<file path="config.mk">
export PLATFORM = sky130hd
export DESIGN_NAME = hdlc_axis_upload_mux
export DESIGN_NICKNAME = d
export VERILOG_FILES = /design/src/rtl/hdlc_axis_upload_mux.sv
export SDC_FILE = /design/constraint.sdc
export NUM_CORES = 1
export LEC_CHECK = 0
export CORE_ASPECT_RATIO = 1.5
export CORE_MARGIN = 2
export CORE_UTILIZATION = 40
export CTS_CLUSTER_DIAMETER = 120
export CTS_CLUSTER_SIZE = 25
export DETAILED_ROUTE_END_ITERATION = 12
export PLACE_DENSITY = 0.94
export SYNTH_ARGS = -nofsm -noshare
export SYNTH_HDL_FRONTEND = slang
export SYNTH_SLANG_ARGS = --single-unit
</file>
<file path="constraint.sdc">
create_clock -name clk -period 5.7 [get_ports clk]
set_input_delay 1.14 -clock clk [delete_from_list [all_inputs] [get_ports clk]]
set_output_delay 1.14 -clock clk [all_outputs]
set_load 0.005 [all_outputs]
</file>
<file path="src/rtl/hdlc_axis_upload_mux.sv">
// Multi-channel HDLC upload multiplexer: forwards AXI-Stream beats from CH_NUM receive
// channels onto one master stream under a software beat budget, round-robin at packet edges.
module hdlc_axis_upload_mux #(
  parameter int CH_NUM     = 4,
  parameter int DATA_WIDTH = 32,
  parameter int LEN_WIDTH  = 16,
  parameter int ID_WIDTH   = 4
) (
  input  logic                         clk,
  input  logic                         rst,
  input  logic                         upload_req,
  input  logic [LEN_WIDTH-1:0]         upload_length,
  output logic                         upload_busy,
  output logic                         upload_done,
  input  logic                         skip_arb,
  input  logic [CH_NUM-1:0]            s_axis_tvalid,
  output logic [CH_NUM-1:0]            s_axis_tready,
  input  logic [CH_NUM*DATA_WIDTH-1:0] s_axis_tdata,
  input  logic [CH_NUM-1:0]            s_axis_tlast,
  output logic                         m_axis_tvalid,
  input  logic                         m_axis_tready,
  output logic [DATA_WIDTH-1:0]        m_axis_tdata,
  output logic                         m_axis_tlast,
  output logic [ID_WIDTH-1:0]          m_axis_tid
);

  localparam int CH_W = (CH_NUM > 1) ? $clog2(CH_NUM) : 1;

  typedef logic [CH_W-1:0] ch_t;
  typedef enum logic [1:0] {IDLE, ARB, XFER, DONE} state_t;

  state_t               state;
  logic [LEN_WIDTH-1:0] remain;
  ch_t                  grant;
  ch_t                  last_ch;
  logic                 lock;
  logic                 boundary;
  logic                 busy_q;
  logic                 done_q;

  ch_t                  ptr;
  ch_t                  rr_pick;
  ch_t                  idx;
  logic                 rr_found;
  logic                 xfer;
  logic                 g_valid;
  logic                 g_last;
  logic                 last_beat;
  logic                 hs;
  logic [DATA_WIDTH-1:0] data_arr [CH_NUM];

  for (genvar i = 0; i < CH_NUM; i++) begin : g_unpack
    assign data_arr[i] = s_axis_tdata[i*DATA_WIDTH +: DATA_WIDTH];
  end

  assign ptr = (last_ch == ch_t'(CH_NUM - 1)) ? '0 : last_ch + 1'b1;

  // First valid channel at or after ptr, wrapping at CH_NUM.
  always_comb begin
    // NOTE: every variable gets a default before the loop, so no path can infer a latch.
    rr_pick  = ptr;
    rr_found = 1'b0;
    idx      = '0;
    for (int k = 0; k < CH_NUM; k++) begin
      idx = ch_t'((int'(ptr) + k) % CH_NUM);
      if (!rr_found && s_axis_tvalid[idx]) begin
        rr_pick  = idx;
        rr_found = 1'b1;
      end
    end
  end

  assign xfer      = (state == XFER);
  assign g_valid   = s_axis_tvalid[grant];
  assign g_last    = s_axis_tlast[grant];
  assign last_beat = (remain == LEN_WIDTH'(1));
  assign hs        = xfer && g_valid && m_axis_tready;

  assign m_axis_tvalid = xfer && g_valid;
  assign m_axis_tdata  = xfer ? data_arr[grant] : '0;
  assign m_axis_tlast  = xfer && (g_last || last_beat);
  assign m_axis_tid    = ID_WIDTH'(grant);
  assign upload_busy   = busy_q;
  assign upload_done   = done_q;

  always_comb begin
    s_axis_tready = '0;
    if (xfer) s_axis_tready[grant] = m_axis_tready;
  end

  // NOTE: non-blocking assignments so every register below samples pre-edge values.
  always_ff @(posedge clk) begin
    if (rst) begin
      state    <= IDLE;
      remain   <= '0;
      grant    <= '0;
      last_ch  <= ch_t'(CH_NUM - 1);
      lock     <= 1'b0;
      boundary <= 1'b0;
      busy_q   <= 1'b0;
      done_q   <= 1'b0;
    end else begin
      done_q <= 1'b0;
      case (state)
        IDLE: begin
          if (upload_req) begin
            busy_q <= 1'b1;
            remain <= upload_length;
            if (upload_length == '0) begin
              state  <= DONE;
              done_q <= 1'b1;
            end else begin
              state <= ARB;
            end
          end
        end
        ARB: begin
          boundary <= 1'b0;
          if (lock) begin
            grant <= last_ch;
            state <= XFER;
          end else if (rr_found) begin
            grant <= rr_pick;
            state <= XFER;
          end
        end
        XFER: begin
          if (hs) begin
            remain <= remain - 1'b1;
            if (last_beat) begin
              // A budget that ends mid-packet pins the next upload to this channel.
              lock    <= !g_last;
              last_ch <= grant;
              busy_q  <= 1'b0;
              done_q  <= 1'b1;
              state   <= DONE;
            end else if (g_last) begin
              lock    <= 1'b0;
              last_ch <= grant;
              if (skip_arb) boundary <= 1'b1;
              else          state    <= ARB;
            end else begin
              boundary <= 1'b0;
            end
          end else if (boundary && !g_valid) begin
            // Held channel ran dry after its packet: fall back to arbitration.
            boundary <= 1'b0;
            state    <= ARB;
          end
        end
        DONE: begin
          busy_q <= 1'b0;
          state  <= IDLE;
        end
        default: state <= IDLE;
      endcase
    end
  end

endmodule
</file>
==> Yosys cells after proc, flatten, opt, wreduce, memory -nomap -nowiden <==
Cells that the tools add are included.
Widths: inputs -> output; s select.
{ "word_totals": {"input_bits": 157, "ff_bits": 26, "mem_bits_rw": 0, "word_cells": 124, "romBits": 0, "n_memories": 0, "output_inout_bits": 44, "latchBits": 0} }
{ "classes": {"shift": 0, "magnitude_cmp": 7, "add_sub_neg": 5, "div": 0, "n_eq_ne": 14, "n_bitwise": 2, "n_mux": 61, "reduce_logical": 27, "mul": 0} }
{ "ops": {"columns": ["operator", "n"], "rows": [
  ["$mux 32", 3],
  ["$bmux 32 s2", 1],
  ["$mux 2", 17],
  ["$mux 16", 2],
  ["$pmux 16 s2", 1],
  ["$mux 1", 25],
  ["$eq 16x1->1 const B", 1],
  ["$logic_not 16->1", 1],
  ["$sub 16x1->16 const B", 1],
  ["$lt 2x3->1 const B", 5],
  ["$bmux 1 s2", 6],
  ["$ne 4x4->1 const B", 3],
  ["$logic_and 1x1->1", 8],
  ["$pmux 2 s4", 1],
  ["$reduce_and 4->1", 2],
  ["$reduce_bool 2->1", 4],
  ["$eq 2x2->1 const B", 3],
  ["$ne 3x3->1 const B", 2],
  ["$reduce_and 3->1", 2],
  ["$logic_not 1->1", 5],
  ["$reduce_and 5->1", 1],
  ["$add 2x1->2 const B", 2],
  ["$add 2x2->2 const B", 2],
  ["$and 4x4->4", 1],
  ["other kinds (15)", 17]
]} }

==> Depth between registers and ports, before layout <==
Gate-level depths: netlist of the first run.
{ "depth": {"word_depth": 17, "depth_mapped": 10, "mapped_depth_nobuf": 8} }

==> Least setup slack after synthesis of the first run <==
No wires, ideal clock.
{ "synth_path": {"kind": "input-to-output", "start": "input port s_axis_tvalid[3]", "end": "output port m_axis_tvalid", "required_ps": 4560, "t_arrival_ps": 1827, "stages": 2, "setup_slack_ps": 2733, "n_path_buf": 0, "path_cell_list": "mux4_2 > and2_1"} }
{ "synth_via": {"elab_chain_cells": 3} }
{ "synth_lines": {"columns": ["element", "line_no", "rtl"], "rows": [
  ["from (decl)", "16", "input logic [CH_NUM-1:0] s_axis_tvalid,"],
  ["$bmux 1 s2", "74", "assign g_valid = s_axis_tvalid[grant];"],
  ["$mux 1 (implied by the code)", "74", null],
  ["$logic_and 1x1->1", "79", "assign m_axis_tvalid = xfer && g_valid;"],
  ["to (decl)", "20", "output logic m_axis_tvalid,"]
]} }
Every way passes these cells. The select of a mux whose other input is x is not followed.

==> Worst setup path after layout of the first run <==
Ends and elaborated chain as after synthesis.

==> impl_metrics.yaml, run 1 <==
routing:
  drt-initial-drc-count: 291
  route.detailed.drc: 0
  vias: 3693
  routed_wl_um: 12900
  wire_per_inst_um: 20.4
  vias_per_cell: 5.83
  first_pass_iters: 5
  antenna_left: 0
placed_design:
  gp_congestion: 0.988
  dp_hpwl_um: 10500
  dp_cells: 627
  place_ws_ns: 1.62
  numPortBuffers: 198
  placed_area_um2: 5060
power:
  p_leak_nw: 1.84
  netSwitchingFraction: 0.434
  clock_power_share: 0.108
  vdd_drop_max_mv: 0.202
  p_sw_uw: 706
  power_density_nw_per_um2: 316
  p_seq_frac: 0.215
  power_frac_comb: 0.677
  power.internal_uw: 922
floorplanning:
  io-pin-count: 201
  dieHeight_um: 111
  rows: 39
  start_util: 0.407
  die_w_um: 75.4
  coreArea_um2: 7510
  fp.dieArea_um2: 8380
timing:
  final_hold_viol_count: 0
  setup_viol: 0
  timing.final.crit_share: 0.720
  rsz0062_at_grt: "false"
  period_needed_ns: 4.10
  tightestPinTransition_ns: 1.12
  relSlewSlack: 0.251
  setup_ws_ns: 1.60
  final_max_slew_viol_count: 0
  timing.fmax_ghz: 0.244
  tns_ns: 0
  clock_skew_ns: 0.00630
worst_hold_path:
  hold_class: "reg2reg"
synth:
  syn-cell-area_um2: 3060
  syn_area_per_cell_um2: 8.67
  synth_top_area_cell: "mux4_2"
  ys_seq_area_frac: 0.170
  synth_area_leaders: "mux4_2, dfxtp_1, and2_1"
  synth_ff_type: "dfxtp_1"
  synthArstFlopShare: 0
  synthCells: 353
  synth-edff-count: 0
  yosysWarningCount: 0
  ys_seq_elements: 26
  ys_types: 63
  synth_top_area_share: 0.250
critical_path:
  cp-end-kind: "output port"
  path_class: "in2out"
  required_ns: 4.56
  cp_slowest_cell: "mux4_2"
  cp_common_cell: "clkdlybuf4s50_1"
  crit_chain: "clkdlybuf4s50_1 > mux4_2 > and2_1 > clkdlybuf4s50_1"
  cp.arrival_ns: 2.96
  crit_path_max_incr_delay_ns: 0.61
  worstSetupStartpointType: "primary input"
  critPathMaxFanout: 9
global_routing:
  grt-ovfl-total: 0
  antenna_found_initial: 2
  grt_pass1_wl_um: 19700
  track_usage: 0.313
  grt_pass1_vias: 3786
  grt_max_degree: 66
clocking:
  clkSinkCount: 26
  cts_max_path_buffers: 2
  clk_latency_ns: 0.27
  cts_max_level: 1
  ctsHoldBuffers: 0
  cts_resized: 0
  cts_buffers: 3
  clkTransAtPathRegs_ns: 0.07
  cts-root-buf: "clkbuf_16"
  cts_tree: "done"
  post_cts_buffers: 0
finish:
  fin_util: 0.686
  syn_to_final_growth_pct: 68.4
  drive_gt1_frac: 0.110
  fin_nets: 697
  final_area_um2: 5150
  final_cells: 633
flow_run:
  cap_violations: 0
status:
  status: "completed"
## metrics by stage
step	hold WS, ns	total power [mW]
after floorplan	0.445	1.06
after global placement	0.454	1.39
after detailed placement	0.466	1.44
after CTS	0.489	1.62
after global routing	0.496	1.75
final	0.490	1.63
## cells by family after synthesis
group / Yosys count / synth area share
other: 1 / 0.00123
flip-flops: 26 / 0.170
buffers and inverters: 42 / 0.0597
AND/OR/NAND/NOR: 139 / 0.251
XOR/XNOR: 1 / 0.00286
AO/OA/AOI/OAI: 92 / 0.196
adder cells (fa/ha/maj): 10 / 0.0409
multiplexers: 42 / 0.278
## flip-flops by register name, summed over array words and instances (netlist names)
name and cells:
upload_done 1, grant 2, last_ch 2, upload_busy 1, state 2, lock 1, remain 16, boundary 1
## cell usage after synthesis (3+ instances only)
cell type	n
and2_1	34
mux4_2	34
a21oi_1	30
nand2_1	28
dfxtp_1	26
nor2_1	24
o21ai_0	20
clkbuf_1	15
inv_1	13
ha_1	10
nor3_1	10
buf_2	8
a211oi_1	7
nor4_1	6
or3_1	6
mux2i_1	5
nor2b_1	5
nand2b_1	4
nand3_1	4
buf_1	3
mux2_2	3
o21a_1	3
o22ai_1	3
o32ai_1	3
or4_1	3
## area by class of cell
| cell class | instances | area, um^2 |
|---|---|---|
| multi-input cells | 286 | 2360 |
| fillers | 624 | 2360 |
| inverters | 13 | 48.8 |
| repair buffers | 200 | 2000 |
| well taps | 102 | 128 |
| flip-flops and latches | 26 | 523 |
| clock buffers | 4 | 88.8 |
| diodes | 2 | 5.00 |
## power groups by stage
stage / registers (mW) / clock network (mW) / logic [mW]
final: 0.350 / 0.176 / 1.10
after CTS: 0.350 / 0.175 / 1.09
after global routing: 0.365 / 0.186 / 1.20
after floorplan: 0.302 / 0 / 0.754
after detailed placement: 0.352 / 0 / 1.08
after global placement: 0.347 / 0 / 1.04
## worst max-delay path: cells and delay by family
kind / cells / cell delay (ns)
simple gates: 1 / 0.19
buf+inv: 2 / 1.02
mux: 1 / 0.61
## worst paths after layout
path         cells after the start                      to               startpoint  slack (ns)
max reg2reg                      8   grant[0]$_SDFFE_PP0P_  last_ch[0]$_SDFFE_PP1P_        2.72
min                              2  remain[7]$_SDFFE_PP0P_   remain[7]$_SDFFE_PP0P_        0.49
min reg2reg                      2  remain[7]$_SDFFE_PP0P_   remain[7]$_SDFFE_PP0P_        0.49
max                              4           m_axis_tvalid         s_axis_tvalid[3]        1.60
## layer usage
| layer | GRT usage | routed length (um) | up-vias | part of all wire |
|---|---|---|---|---|
| li1 | - | - | 1681 | - |
| met1 | 0.342 | 4470 | 1755 | 0.35 |
| met2 | 0.533 | 6550 | 218 | 0.51 |
| met3 | 0.111 | 1370 | 39 | 0.11 |
| met4 | 0.120 | 526 | 0 | 0.041 |
| met5 | 0 | 0 | - | 0 |
## layout by cell type, fill, tap and decap left out, drive strengths merged, types with 5 or more instances in the layout
cell type and instances:
inv 13, a21oi 31, or3 7, dfxtp 26, ha 10, nor3 10
nor4 8, o21ai 21, clkdlybuf4s50 198, nor2b 5, and2 34, mux2i 5
mux4 34, nand2 29, a211oi 7, nor2 24
No activity file was read; power rests on OpenSTA's default activity.
==> inputs of run 2 (changes only) <==
--- a/config.mk
+++ b/config.mk
@@ -7,11 +7,11 @@
 export LEC_CHECK = 0
 export CORE_ASPECT_RATIO = 1.5
 export CORE_MARGIN = 2
-export CORE_UTILIZATION = 40
+export CORE_UTILIZATION = 37
 export CTS_CLUSTER_DIAMETER = 120
 export CTS_CLUSTER_SIZE = 25
 export DETAILED_ROUTE_END_ITERATION = 12
-export PLACE_DENSITY = 0.94
+export PLACE_DENSITY = 0.88
 export SYNTH_ARGS = -nofsm -noshare
 export SYNTH_HDL_FRONTEND = slang
 export SYNTH_SLANG_ARGS = --single-unit
==> constraint.sdc (replaced) <==
create_clock -name clk -period 4.12 [get_ports clk]
set_input_delay 0.824 -clock clk [delete_from_list [all_inputs] [get_ports clk]]
set_output_delay 0.824 -clock clk [all_outputs]
set_load 0.005 [all_outputs]
==> impl_metrics.yaml, run 2 (synthesis results as in run 1) <==
critical_path:
  regToRegStartpoint: "last_ch[0]$_SDFFE_PP1P_"
  worstSetupStartpointType: "primary input"
  required_ns: 3.30
  cp_top_family: "buffers and inverters"
  cp-end-kind: "output port"
  cp_common_cell: "clkdlybuf4s50_1"
  rrSetupSlack_ns: 1.17
  crit_path_max_incr_delay_ns: 0.59
  path_class: "in2out"
  worstReg2RegEnd: "grant[0]$_SDFFE_PP0P_"
  crit_path_end: "m_axis_tvalid"
  critPathBufInv: 2
  critPathMaxFanout: 9
  cp_slowest_cell: "mux4_2"
  cp.arrival_ns: 2.61
  crit_chain: "clkdlybuf4s50_1 > mux4_2 > and2_1 > clkdlybuf4s50_1"
  r2r_cells: 8
  path_depth: 4
  critPathLaunch: "s_axis_tvalid[3]"
finish:
  final_area_um2: 5180
  layout_common_cells: "clkdlybuf4s50_1, mux4_2, and2_1"
  seqCellArea_um2: 523
  fin_util: 0.647
  largest-register: "remain"
  drive_gt1_frac: 0.113
  fill_cells: 687
  num_antenna_cells: 0
  final_common_cell: "clkdlybuf4s50_1"
  syn_to_final_growth_pct: 69.3
  multi_input_area_um2: 2360
  fin_nets: 699
  final_cells: 636
  largest_register_ffs: 16
clocking:
  cts_buffers: 3
  cts-root-buf: "clkbuf_16"
  cts_tree: "done"
  ctsHoldBuffers: 0
  clkTransAtPathRegs_ns: 0.06
  clkSinkCount: 26
  clk_latency_ns: 0.26
  cts_max_level: 1
  cts_resized: 0
  cts_max_path_buffers: 2
  post_cts_buffers: 0
timing:
  timing.final.crit_share: 0.835
  setup_viol: 0
  timing.fmax_ghz: 0.291
  setup_ws_ns: 0.681
  rsz0062_at_grt: "false"
  period_needed_ns: 3.44
  whs_ns: 0.493
  tightestPinTransition_ns: 0.903
  final_hold_viol_count: 0
  final_max_slew_viol_count: 0
  relSlewSlack: 0.398
  tns_ns: 0
  clock_skew_ns: 0.00320
global_routing:
  grt-ovfl-total: 0
  grt_pass1_wl_um: 18900
  grt_pass1_vias: 3675
  antenna_found_initial: 0
  track_usage: 0.272
  grt_max_degree: 43
routing:
  routed_wl_um: 12500
  drt-initial-drc-count: 214
  route.detailed.drc: 0
  first_pass_iters: 4
  antenna_left: 0
  vias_per_cell: 5.63
  wire_per_inst_um: 19.6
  vias: 3582
power:
  power_density_nw_per_um2: 433
  p_leak_nw: 1.85
  vdd_drop_max_mv: 0.250
  power.total_mw: 2.25
floorplanning:
  fp.dieArea_um2: 9030
  die_w_um: 78.3
  start_util: 0.382
  coreArea_um2: 8010
  dieHeight_um: 115
  io-pin-count: 201
  rows: 40
placed_design:
  placed_area_um2: 5090
  place_ws_ns: 0.701
  gp_congestion: 1.02
  dp_cells: 632
  dp_hpwl_um: 10300
  numPortBuffers: 198
worst_hold_path:
  hold_depth: 2
  hold_class: "reg2reg"
status:
  status: "completed"
flow_run:
  cap_violations: 0
run 2: worst min path at each step:
stage | startpoint | end
after floorplan | remain[7]$_SDFFE_PP0P_ | remain[7]$_SDFFE_PP0P_
after CTS | upload_busy$_SDFFE_PP0P_ | upload_busy$_SDFFE_PP0P_
after detailed placement | remain[7]$_SDFFE_PP0P_ | remain[7]$_SDFFE_PP0P_
after global routing | upload_busy$_SDFFE_PP0P_ | upload_busy$_SDFFE_PP0P_
after global placement | remain[7]$_SDFFE_PP0P_ | remain[7]$_SDFFE_PP0P_
final | upload_busy$_SDFFE_PP0P_ | upload_busy$_SDFFE_PP0P_
run 2: power by group:
group          leakage (nW)  internal, mW  switching [mW]  total (mW)
logic                  1.59         0.800           0.726        1.53
registers             0.215         0.344           0.139       0.483
clock network        0.0442         0.149          0.0878       0.237
total                  1.85          1.29           0.953        2.25
run 2: worst min-delay path, cell delays in order (launching register included):
cell and delay [ns]:
dfxtp_1 0.33, a21oi_1 0.06, nor2_1 0.07
run 2: cell type report:
| cell class | instances | area share |
|---|---|---|
| Inverter | 13 | 0.00942 |
| Sequential cell | 26 | 0.101 |
| Tap cell | 105 | 0.0254 |
| Multi-Input combinational cell | 286 | 0.456 |
| Clock buffer | 4 | 0.0171 |
| Timing Repair Buffer | 202 | 0.391 |
run 2: layer usage:
| layer | up-vias | wire length (um) | track usage |
|---|---|---|---|
| met5 | - | 0 | 0 |
| met4 | 0 | 276 | 0.0760 |
| met3 | 24 | 1050 | 0.0722 |
| met2 | 184 | 6500 | 0.516 |
| met1 | 1688 | 4630 | 0.296 |
| li1 | 1686 | - | - |
==> inputs of run 3 (changes only) <==
==> constraint.sdc (replaced) <==
create_clock -name clk -period 3.3 [get_ports clk]
set_input_delay 0.66 -clock clk [delete_from_list [all_inputs] [get_ports clk]]
set_output_delay 0.66 -clock clk [all_outputs]
set_load 0.005 [all_outputs]
==> impl_metrics.yaml, run 3 (synthesis results as in run 1) <==
status:
  status: "completed"
power:
  p_seq_frac: 0.190
  p_sw_mw: 1.21
  power_density_nw_per_um2: 557
  clock_power_share: 0.121
  power.internal_mw: 1.71
  netSwitchingFraction: 0.415
  power_frac_comb: 0.689
  vdd_drop_max_mv: 0.329
  p_leak_nw: 1.88
clocking:
  ctsHoldBuffers: 0
  clkSinkCount: 26
  cts_max_level: 1
  clk_latency_ns: 0.26
  cts_resized: 0
  cts_buffers: 3
  cts-root-buf: "clkbuf_16"
  cts_max_path_buffers: 2
  post_cts_buffers: 0
  cts_tree: "done"
  clkTransAtPathRegs_ns: 0.07
critical_path:
  crit_path_max_incr_delay_ns: 0.52
  critPathMaxFanout: 6
  worstSetupStartpointType: "register"
  path_class: "reg2out"
  cp_slowest_cell: "clkdlybuf4s50_1"
  required_ns: 2.64
  cp-end-kind: "output port"
  critPathLaunch: "remain[2]$_SDFFE_PP0P_"
  regToRegStartpoint: "last_ch[0]$_SDFFE_PP1P_"
  cp.arrival_ns: 2.39
  crit_chain: "or3_1 > nor4_2 > nand2_2 > a21oi_1 > clkdlybuf4s50_1"
flow_run:
  cap_violations: 0
finish:
  layout_common_cells: "clkdlybuf4s50_1, mux4_2, and2_1"
  num_antenna_cells: 0
  drive_gt1_frac: 0.123
  largest-register: "remain"
  fin_util: 0.655
  largest_register_ffs: 16
  syn_to_final_growth_pct: 71.3
  final_common_cell: "clkdlybuf4s50_1"
  fin_nets: 705
timing:
  period_needed_ns: 3.05
  clock_skew_ns: 0.00509
  timing.fmax_ghz: 0.328
  final_hold_viol_count: 0
  timing.final.crit_share: 0.924
  tightestPinTransition_ns: 0.737
  relSlewSlack: 0.507
  rsz0062_at_grt: "false"
  final_max_slew_viol_count: 0
  tns_ns: 0
  setup_viol: 0
global_routing:
  grt_max_degree: 41
  grt_pass1_vias: 3701
  grt_pass1_wl_um: 18900
  grt-ovfl-total: 0
  antenna_found_initial: 0
  track_usage: 0.271
routing:
  vias: 3658
  first_pass_iters: 5
  routed_wl_um: 12400
  antenna_left: 0
  wire_per_inst_um: 19.3
  route.detailed.drc: 0
  drt-initial-drc-count: 157
  vias_per_cell: 5.70
floorplanning:
  fp.dieArea_um2: 9030
  start_util: 0.382
  io-pin-count: 201
  dieHeight_um: 115
  rows: 40
  coreArea_um2: 8010
  die_w_um: 78.3
placed_design:
  dp_hpwl_um: 10300
  gp_congestion: 1.03
  numPortBuffers: 198
worst_hold_path:
  hold_start: "remain[7]$_SDFFE_PP0P_"
  hold_class: "reg2reg"
## run 3: cell types whose count changed in the layout (fill, tap and decap cells not counted)
cell       previous run  this run
buf_4                 3         9
bufinv_16             0         1
clkbuf_8              1         0
## run 3: layout make-up
class	instances	area [um^2]
timing repair buffer	208	2070
sequential	26	523
inverter	13	48.8
fill	669	2770
multi-input combinational	286	2360
clock buffer	3	75.1
clock inverter	1	30.0
tap	105	131
## run 3: power by group through the flow
stage / Clock, mW / Sequential [mW] / Combinational (mW)
after detailed placement: 0 / 0.557 / 1.98
final: 0.352 / 0.555 / 2.01
after global placement: 0 / 0.547 / 1.93
after global routing: 0.369 / 0.569 / 2.19
after CTS: 0.356 / 0.551 / 2.00
after floorplan: 0 / 0.521 / 1.30
## run 3: worst paths after layout
| check | cells past startpoint | end | slack (ns) |
|---|---|---|---|
| min | 2 | remain[7]$_SDFFE_PP0P_ | 0.48 |
| max | 5 | m_axis_tlast | 0.25 |
| max reg2reg | 8 | grant[0]$_SDFFE_PP0P_ | 0.39 |
| min reg2reg | 2 | remain[7]$_SDFFE_PP0P_ | 0.48 |
## run 3: metal layers
| layer | wire length (um) | GRT usage | share of wire |
|---|---|---|---|
| met1 | 4630 | 0.313 | 0.37 |
| met2 | 6330 | 0.491 | 0.51 |
| met5 | 0 | 0 | 0 |
| met3 | 1070 | 0.0675 | 0.086 |
| met4 | 368 | 0.0819 | 0.030 |
## run 3: stage by stage
stage | worst slack [ns] | instances | hold slack (ns) | cell area [um^2] | total power, mW
after CTS | 0.228 | 642 | 0.481 | 5240 | 2.91
final | 0.251 | 642 | 0.483 | 5240 | 2.92
after global routing | 0.0863 | 642 | 0.530 | 5240 | 3.13
after floorplan | 0.798 | 354 | 0.445 | 3060 | 1.82
after detailed placement | 0.324 | 638 | 0.469 | 5140 | 2.54
after global placement | 0.350 | 638 | 0.453 | 5140 | 2.47
## run 3: worst max-delay path, delay by kind of cell, from the launching register on
kind	cells	cell delay, ns
AOI/OAI and AO/OA	1	0.19
buffers and inverters	1	0.52
DFF	1	0.35
and+or+nand+nor	3	1.06
